File: config.mk
export PLATFORM = sky130hd
export DESIGN_NAME = uart_rx_8n1_flat
export DESIGN_NICKNAME = d
export VERILOG_FILES = /design/src/rtl/uart_rx_8n1_if.sv /design/src/rtl/uart_rx_8n1.sv /design/src/flat_wrapper.sv
export SDC_FILE = /design/constraint.sdc
export NUM_CORES = 1
export LEC_CHECK = 0
export ABC_AREA = 1
export CORE_MARGIN = 4
export CORE_UTILIZATION = 39
export DETAILED_ROUTE_END_ITERATION = 8
export PLACE_DENSITY = 0.57
export SLEW_MARGIN = 30
export SYNTH_ARGS = -nofsm -noshare
export SYNTH_HDL_FRONTEND = slang
export SYNTH_SLANG_ARGS = --single-unit
export TNS_END_PERCENT = 5
File: constraint.sdc
create_clock -name clk -period 1.9 [get_ports clk]
set_input_delay 0.38 -clock clk [delete_from_list [all_inputs] [get_ports clk]]
set_output_delay 0.38 -clock clk [all_outputs]
set_load 0.005 [all_outputs]
File: src/rtl/uart_rx_8n1_if.sv
// Receiver-side bundle for the 8N1 UART receiver.
//   rx   : serial line into the receiver (idle high)
//   data : last correctly received byte
//   rcv  : one-cycle strobe, data updated this cycle
//   ferr : one-cycle strobe, stop bit sampled low
//   busy : a frame is being received
// master drives the line and watches the results; slave is the receiver.
interface uart_rx_8n1_if;
    logic       rx;
    logic [7:0] data;
    logic       rcv;
    logic       ferr;
    logic       busy;

    modport master (output rx, input data, rcv, ferr, busy);
    modport slave  (input rx, output data, rcv, ferr, busy);
endinterface

File: src/rtl/uart_rx_8n1.sv
// 8N1 UART receiver: synchronises rx, samples each bit at its centre and
// presents the byte with a one-cycle strobe, or flags a framing error.
// Ports:
//   clk  : system clock
//   rstn : asynchronous active-low reset
//   bus  : uart_rx_8n1_if.slave (rx in; data, rcv, ferr, busy out)
// BAUD is the number of clk cycles per bit (>= 4).
module uart_rx_8n1 #(
    parameter int unsigned BAUD = 104
) (
    input  logic         clk,
    input  logic         rstn,
    uart_rx_8n1_if.slave bus
);
    localparam int unsigned HALF = BAUD / 2;
    localparam int unsigned CW   = $clog2(BAUD);

    typedef enum logic [2:0] {
        IDLE,
        START,
        DATA,
        STOP,
        WAITHI
    } state_t;

    state_t        state, state_n;
    logic          rx_meta, rxs;
    logic [CW-1:0] cnt, cnt_n;
    logic [2:0]    bitcnt, bitcnt_n;
    logic [7:0]    shreg, shreg_n;
    logic [7:0]    data_q, data_n;
    logic          rcv_q, rcv_n;
    logic          ferr_q, ferr_n;
    logic          busy_q, busy_n;
    logic          expired;

    assign expired  = (cnt == '0);
    assign bus.data = data_q;
    assign bus.rcv  = rcv_q;
    assign bus.ferr = ferr_q;
    assign bus.busy = busy_q;

    // Two-flop synchroniser; resets to the idle line level.
    always_ff @(posedge clk or negedge rstn) begin
        if (!rstn) begin
            rx_meta <= 1'b1;
            rxs     <= 1'b1;
        end else begin
            rx_meta <= bus.rx;
            rxs     <= rx_meta;
        end
    end

    // State, counters and registered outputs.
    always_ff @(posedge clk or negedge rstn) begin
        if (!rstn) begin
            state  <= IDLE;
            cnt    <= '0;
            bitcnt <= '0;
            shreg  <= '0;
            data_q <= '0;
            rcv_q  <= 1'b0;
            ferr_q <= 1'b0;
            busy_q <= 1'b0;
        end else begin
            state  <= state_n;
            cnt    <= cnt_n;
            bitcnt <= bitcnt_n;
            shreg  <= shreg_n;
            data_q <= data_n;
            rcv_q  <= rcv_n;
            ferr_q <= ferr_n;
            busy_q <= busy_n;
        end
    end

    // Next-state and next-output logic.
    always_comb begin
        state_n  = state;
        cnt_n    = cnt;
        bitcnt_n = bitcnt;
        shreg_n  = shreg;
        data_n   = data_q;
        rcv_n    = 1'b0;
        ferr_n   = 1'b0;

        unique case (state)
            IDLE: begin
                // First low sample: wait half a bit to land on the start-bit centre.
                if (!rxs) begin
                    state_n = START;
                    cnt_n   = CW'(HALF - 1);
                end
            end
            START: begin
                if (!expired) begin
                    cnt_n = cnt - CW'(1);
                end else if (rxs) begin
                    // Line went back high before mid-start: treat as a glitch.
                    state_n = IDLE;
                end else begin
                    state_n  = DATA;
                    cnt_n    = CW'(BAUD - 1);
                    bitcnt_n = '0;
                end
            end
            DATA: begin
                if (!expired) begin
                    cnt_n = cnt - CW'(1);
                end else begin
                    // LSB arrives first, so shift in from the top.
                    shreg_n = {rxs, shreg[7:1]};
                    cnt_n   = CW'(BAUD - 1);
                    if (bitcnt == 3'd7) begin
                        state_n = STOP;
                    end else begin
                        bitcnt_n = bitcnt + 3'd1;
                    end
                end
            end
            STOP: begin
                if (!expired) begin
                    cnt_n = cnt - CW'(1);
                end else if (rxs) begin
                    // Back to IDLE at mid-stop so a following start bit is not missed.
                    data_n  = shreg;
                    rcv_n   = 1'b1;
                    state_n = IDLE;
                end else begin
                    ferr_n  = 1'b1;
                    state_n = WAITHI;
                end
            end
            WAITHI: begin
                // Break or stuck-low line: hold off until it returns high.
                if (rxs) begin
                    state_n = IDLE;
                end
            end
            default: begin
                state_n = IDLE;
            end
        endcase

        busy_n = (state_n != IDLE);
    end
endmodule

File: src/flat_wrapper.sv
// flat-port wrapper written by rule: the top's interface ports become plain ports
module uart_rx_8n1_flat 
#(
    parameter int unsigned BAUD = 104
)
  (clk, rstn, bus_rx, bus_data, bus_rcv, bus_ferr, bus_busy);
  uart_rx_8n1_if bus_i ();
  input  logic clk;
  input  logic rstn;
  input wire logic [$bits(bus_i.rx)-1:0] bus_rx;
  output wire logic [$bits(bus_i.data)-1:0] bus_data;
  output wire logic [$bits(bus_i.rcv)-1:0] bus_rcv;
  output wire logic [$bits(bus_i.ferr)-1:0] bus_ferr;
  output wire logic [$bits(bus_i.busy)-1:0] bus_busy;
  assign bus_i.rx = bus_rx;
  assign bus_data = bus_i.data;
  assign bus_rcv = bus_i.rcv;
  assign bus_ferr = bus_i.ferr;
  assign bus_busy = bus_i.busy;
  uart_rx_8n1 #(.BAUD(BAUD)) u_core (.clk(clk), .rstn(rstn), .bus(bus_i));
endmodule
==> impl_metrics.tcl, run 1 <==
set metrics [dict create \
    rows 24 \
    via_per_inst 4.60 \
    power_uw 1410 \
    synth_nets 205 \
    antenna_found_initial 0 \
    cts_resized 0 \
    hp-class "input pin to asynchronous set/reset pin" \
    startpoint_type "flop" \
    crit_family "simple AND/OR/NAND/NOR gates" \
    gp_congestion 0.752 \
    setup_viol 0 \
    num_vias 1247 \
    synth-edff-count 0 \
    drt_drc_violations_left 0 \
    syn_area_um2 1740 \
    maxSlewHeadroom_pct 71.6 \
    dominantRegCellSynth "dfrtp_1" \
    numCtsBuffers 5 \
    chipHeight_um 74.8 \
    rr_worst_depth 9 \
    cts_tree "built" \
    diodes 0 \
    wl_per_cell_um 11.4 \
    endpoint_kind "flop" \
    gr-usage-met3_pct 2.80 \
    worst_path_max_delay_cell "dfrtp_1" \
    fp.dieW_um 74.8 \
    syn_avg_cell_area_um2 8.74 \
    clock_latency_ns 0.28 \
    gr-total-overflow 0 \
    met1_usage_pct 17.3 \
    drive_gt1_share_pct 21.0 \
    cp.required_ns 2.07 \
    crit_chain "inv_1 > ha_1 > inv_2 > nor2_4 > nand3_4 > nor2_4 > nand2_4 > nand2_1 > o21ai_2" \
    clockBufferDepth 2 \
    postCtsHoldBufs 0 \
    synth_seq_cells 34 \
    fmaxAchievable_mhz 606 \
    r2r_slack_ns 0.25 \
    fin_crit_ns 1.65 \
    io_pins 14 \
    cp_common_cell "nor2_4" \
    clock_skew_ns 0.00782 \
    nNetsFinal 224 \
    cp_max_fo 16 \
    use_met2_pct 19.6 \
    tightestPinTransition_ns 0.426 \
    cpPeakStageDelay_ns 0.39 \
    cap_violations 0 \
    critical_path_buf_inv_count 2 \
    yosys_warnings 0 \
    grt_pass1_wl_um 5400 \
    ir_worst_vdd_mv 0.388 \
    design.die.area_um2 5590 \
    drv_slew 0 \
    worstPathArrival_ns 1.82 \
    power.leakage_uw 0.00101 \
    htree_levels 2 \
    rsz0062_at_grt "no" \
    ys_seq_area_share_pct 49.1 \
    drt_iter0_markers 53 \
    synth_cell_types 23 \
    timing.final.crit_share_pct 86.9 \
    status "finished, final reports clean" \
    first_pass_iters 4 \
    p_per_area_nw_per_um2 694 \
    multi_input_area_um2 766 \
    regArea_um2 853 \
    r2r_end "u_core.bus.data[7]$_DFFE_PN0P_" \
    yosysMostFrequentCell "nand2_1" \
    synthCells 199 \
    cts_num_sinks 34 \
    cts_setup_buffers 0 \
    ant_nets 0 \
    hold_violations 0 \
    initial_core_util_pct 40.2 \
    r2r_start "u_core.cnt[0]$_DFFE_PN0P_" \
    path_class "flop to flop" \
    synth_top_area_share_pct 46.0 \
    core_area_um2 4320 \
    cts_root_buf "clkbuf_8" \
    cp.depth 9 \
    grt_pass1_vias 1190 \
    synth_area_leader_cell "dfrtp_1" \
    setup_tns_ns 0 \
    nFillCells 432 \
    area_growth_pct 16.4 \
    routed_wl_um 3080 \
    cts.reportedPaths.clkPinSlew_ns 0.07 \
    port_buffers 13 \
    synth_area_leaders "dfrtp_1, nand2_1, o21ai_2" \
    hold_ws_ns 0.111 \
    synthArstFlopShare_pct 100 \
    groute.usage.overall_pct 12.8 \
    grt_max_degree 35 \
    dp_hpwl_um 2180 \
    busiest_layer "met2" \
    yosys-top-cells-count "nand2_1, dfrtp_1, inv_1" \
]
==> per-layer routing <==
metal  vias to the layer above  part of all wire, %
met3                         8                  2.3
li1                        665                    -
met1                       558                   51
met5                         -                    0
met4                         0                  1.8
met2                        16                   44
==> cell type report <==
class | count | share of cell area, %
clock buffers | 6 | 3.58
clock inverters | 2 | 1.85
inverters | 26 | 4.82
multi-input cells | 137 | 37.8
flip-flops and latches | 34 | 42.2
well taps | 52 | 3.21
repair buffers | 14 | 6.55
==> stage by stage <==
stage / setup slack [ns] / instances / cell area, um2 / util, %
global route: 0.112 / 271 / 2020 / 46.8
CTS: 0.243 / 271 / 2020 / 46.8
floorplan: 0.378 / 199 / 1740 / -
global placement: 0.272 / 263 / 1910 / 44.3
finish: 0.249 / 271 / 2020 / 46.8
detailed placement: 0.250 / 263 / 1910 / 44.3
==> how the worst max path moves through the flow <==
stage	start	slack, ns	to
floorplan	u_core.cnt[0]$_DFFE_PN0P_	0.38	u_core.bus.data[5]$_DFFE_PN0P_
global placement	u_core.cnt[0]$_DFFE_PN0P_	0.27	u_core.bus.data[2]$_DFFE_PN0P_
detailed placement	u_core.cnt[0]$_DFFE_PN0P_	0.25	u_core.bus.data[2]$_DFFE_PN0P_
CTS	u_core.cnt[0]$_DFFE_PN0P_	0.24	u_core.bus.data[2]$_DFFE_PN0P_
global route	u_core.cnt[0]$_DFFE_PN0P_	0.11	u_core.bus.data[3]$_DFFE_PN0P_
finish	u_core.cnt[0]$_DFFE_PN0P_	0.25	u_core.bus.data[7]$_DFFE_PN0P_
==> flip-flops by register name (all words and copies together), names as in the netlist, 3 cells and up <==
name and cells:
u_core.cnt 7, u_core.bitcnt 3, u_core.bus.data 8, u_core.shreg 8, u_core.state 3
==> power by group <==
group	switching (uW)	total (uW)	internal (uW)
Sequential	3.07	731	728
Clock	262	653	391
Combinational	17.0	22.3	5.25
Total	282	1410	1120
==> worst register-to-register path: stages (launching register included) <==
cell and delay [ns]:
dfrtp_1 0.39, inv_1 0.09, ha_1 0.28, inv_2 0.08, nor2_4 0.10, nand3_4 0.12, nor2_4 0.15, nand2_4 0.16
nand2_1 0.11, o21ai_2 0.05
==> layout by cell type, fill, tap and decap left out <==
cell             Yosys  routed
nor2_2               4       4
o211ai_1             1       1
nand2_1             64      64
xor2_1               1       1
inv_2                3       3
nand2_4              3       3
clkbuf_1             0       1
nor2_1              13      13
dfstp_2              2       2
clkdlybuf4s50_1      0      12
nor2_8               1       1
bufinv_16            0       1
o21ai_2             15      15
buf_4                0       1
o31ai_1              1       1
nand2_2              3       3
buf_2                0       1
nand3_2              1       1
o21ai_0              1       1
a21oi_1              4       4
nand3_1             14      14
ha_1                 3       3
clkinvlp_4           0       1
nand3_4              1       1
clkbuf_8             0       5
nand4_1              3       3
nor2_4               4       4
dfrtp_1             32      32
inv_1               23      23
==> cell families after synthesis <==
kind of cell	Yosys count	synth area share (%)
AND/OR/NAND/NOR	111	31.5
flip-flops	34	49.1
buffers and inverters	28	6.91
AO/OA/AOI/OAI	22	9.86
adder cells (fa/ha/maj)	3	2.16
XOR/XNOR	1	0.504
Power figures use the tool's default switching activity.
==> inputs of run 2 (changes only) <==
--- a/config.mk
+++ b/config.mk
@@ -6,7 +6,7 @@
 export NUM_CORES = 1
 export LEC_CHECK = 0
 export ABC_AREA = 1
-export CORE_MARGIN = 4
+export CORE_MARGIN = 2
 export CORE_UTILIZATION = 39
 export DETAILED_ROUTE_END_ITERATION = 8
 export PLACE_DENSITY = 0.57
==> run 2 against run 1 <==
Sequential share of layout area rose by 0.21 points. Total power decreased by 6.5%. Die area is 10% lower. Flip-flop and latch count stayed put. Worst hold slack gained 0.25 ns.
==> impl_metrics.tcl, run 2 (synthesized netlist as in run 1, its figures left out) <==
set metrics [dict create \
    power.leakage_uw 0.00101 \
    worst_path_max_delay_cell "dfrtp_1" \
    hold_violations 0 \
    crit_chain "inv_1 > ha_1 > inv_2 > nor2_4 > nand3_4 > nor2_4 > nand2_4 > nand2_1 > o21ai_2" \
    fmaxAchievable_mhz 611 \
    wl_per_cell_um 11.3 \
    postCtsHoldBufs 0 \
    timing.final.crit_share_pct 86.2 \
    final_cell_mix "nand2_1, dfrtp_1, inv_1" \
    cts_setup_buffers 0 \
    p_per_area_nw_per_um2 652 \
    nNetsFinal 224 \
    first_pass_iters 4 \
    cp_max_fo 16 \
    rsz0062_at_grt "no" \
    cp_common_cell "nor2_4" \
    tightestPinTransition_ns 0.427 \
    antenna_found_initial 0 \
    setup_tns_ns 0 \
    ant_nets 0 \
    hp-class "flop to flop" \
    drive_gt1_share_pct 21.0 \
    grt_max_degree 35 \
    io_pins 14 \
    min_from "u_core.rx_meta$_DFF_PN1_" \
    power_uw 1310 \
    area_growth_pct 15.8 \
    endpoint_kind "flop" \
    hold_ws_ns 0.356 \
    clock_latency_ns 0.28 \
    startpoint_type "flop" \
    status "finished, final reports clean" \
    numCtsBuffers 5 \
    final_common_cell "nand2_1" \
    layout_setup_ws_ns 0.263 \
    grt_pass1_vias 1240 \
    num_vias 1234 \
    cp.required_ns 2.07 \
    via_per_inst 4.55 \
    fin_crit_ns 1.64 \
    cts_tree "built" \
    diodes 0 \
    cts_resized 0 \
    gp_congestion 0.743 \
    r2r_start "u_core.cnt[0]$_DFFE_PN0P_" \
    pre_cts_slack_ns 0.258 \
    clockBufferDepth 2 \
    grt_pass1_wl_um 5600 \
    maxSlewHeadroom_pct 71.6 \
    ir_worst_vdd_mv 0.390 \
    core_area_um2 4320 \
    chipHeight_um 70.8 \
    initial_core_util_pct 40.2 \
    dp_hpwl_um 2200 \
    path_class "flop to flop" \
    drv_slew 0 \
    groute.usage.overall_pct 14.0 \
    port_buffers 13 \
    gr-total-overflow 0 \
    htree_levels 2 \
    clock_skew_ns 0.00337 \
    cts.reportedPaths.clkPinSlew_ns 0.07 \
    design.die.area_um2 5010 \
    cts_root_buf "clkbuf_8" \
    rows 24 \
    setup_viol 0 \
    final_core_util_pct 46.6 \
    cp-startpoint "u_core.cnt[0]$_DFFE_PN0P_" \
    critical_path_buf_inv_count 2 \
    drt_drc_violations_left 0 \
    drt_iter0_markers 43 \
    cpPeakStageDelay_ns 0.40 \
    cts_num_sinks 34 \
    crit_family "simple AND/OR/NAND/NOR gates" \
    fp.dieW_um 70.8 \
    routed_wl_um 3050 \
    cap_violations 0 \
    worstPathArrival_ns 1.81 \
]
-- run 2: cell type report --
class                           instances  area (um2)
Sequential cell                        34         853
Fill cell                             427        2310
Timing Repair Buffer                   14         138
Clock buffer                            6        82.6
Clock inverter                          2        12.5
Multi-Input combinational cell        137         766
Tap cell                               52        65.1
Inverter                               26        97.6
-- run 2: per-stage QoR --
step                area (um2)  instances
global route              2010        271
detailed placement        1920        263
floorplan                 1740        199
CTS                       2010        271
global placement          1920        263
finish                    2010        271
-- run 2: worst reg2reg max path, cell delays in order (launching register included) --
cell     delay [ns]
dfrtp_1        0.40
inv_1          0.10
ha_1           0.27
inv_2          0.08
nor2_4         0.10
nand3_4        0.12
nor2_4         0.14
nand2_4        0.16
nand2_1        0.12
o21ai_2        0.05
-- run 2: final timing paths --
kind,endpoint,slack [ns],cells past startpoint
max,u_core.bus.data[2]$_DFFE_PN0P_,0.26,9
min,u_core.rxs$_DFF_PN1_,0.36,0
max reg2reg,u_core.bus.data[2]$_DFFE_PN0P_,0.26,9
min reg2reg,u_core.rxs$_DFF_PN1_,0.36,0
max in group asynchronous,u_core.rx_meta$_DFF_PN1_,1.07,2
min in group asynchronous,u_core.shreg[5]$_DFFE_PN0P_,0.50,2
-- run 2: layer usage --
layer  track usage, %  wire length (um)  vias up
li1                 -                 -      662
met1             19.1              1540      553
met2             21.5              1340       14
met3             4.84               127        5
met4             3.77                40        0
met5                0                 0        -
-- run 2: report_power, final --
group / switching (uW) / total (uW) / leakage [uW] / internal [uW]
combinational: 17.2 / 23.5 / 0.000512 / 6.31
sequential: 3.01 / 730 / 0.000448 / 727
clock: 269 / 560 / 0.0000472 / 291
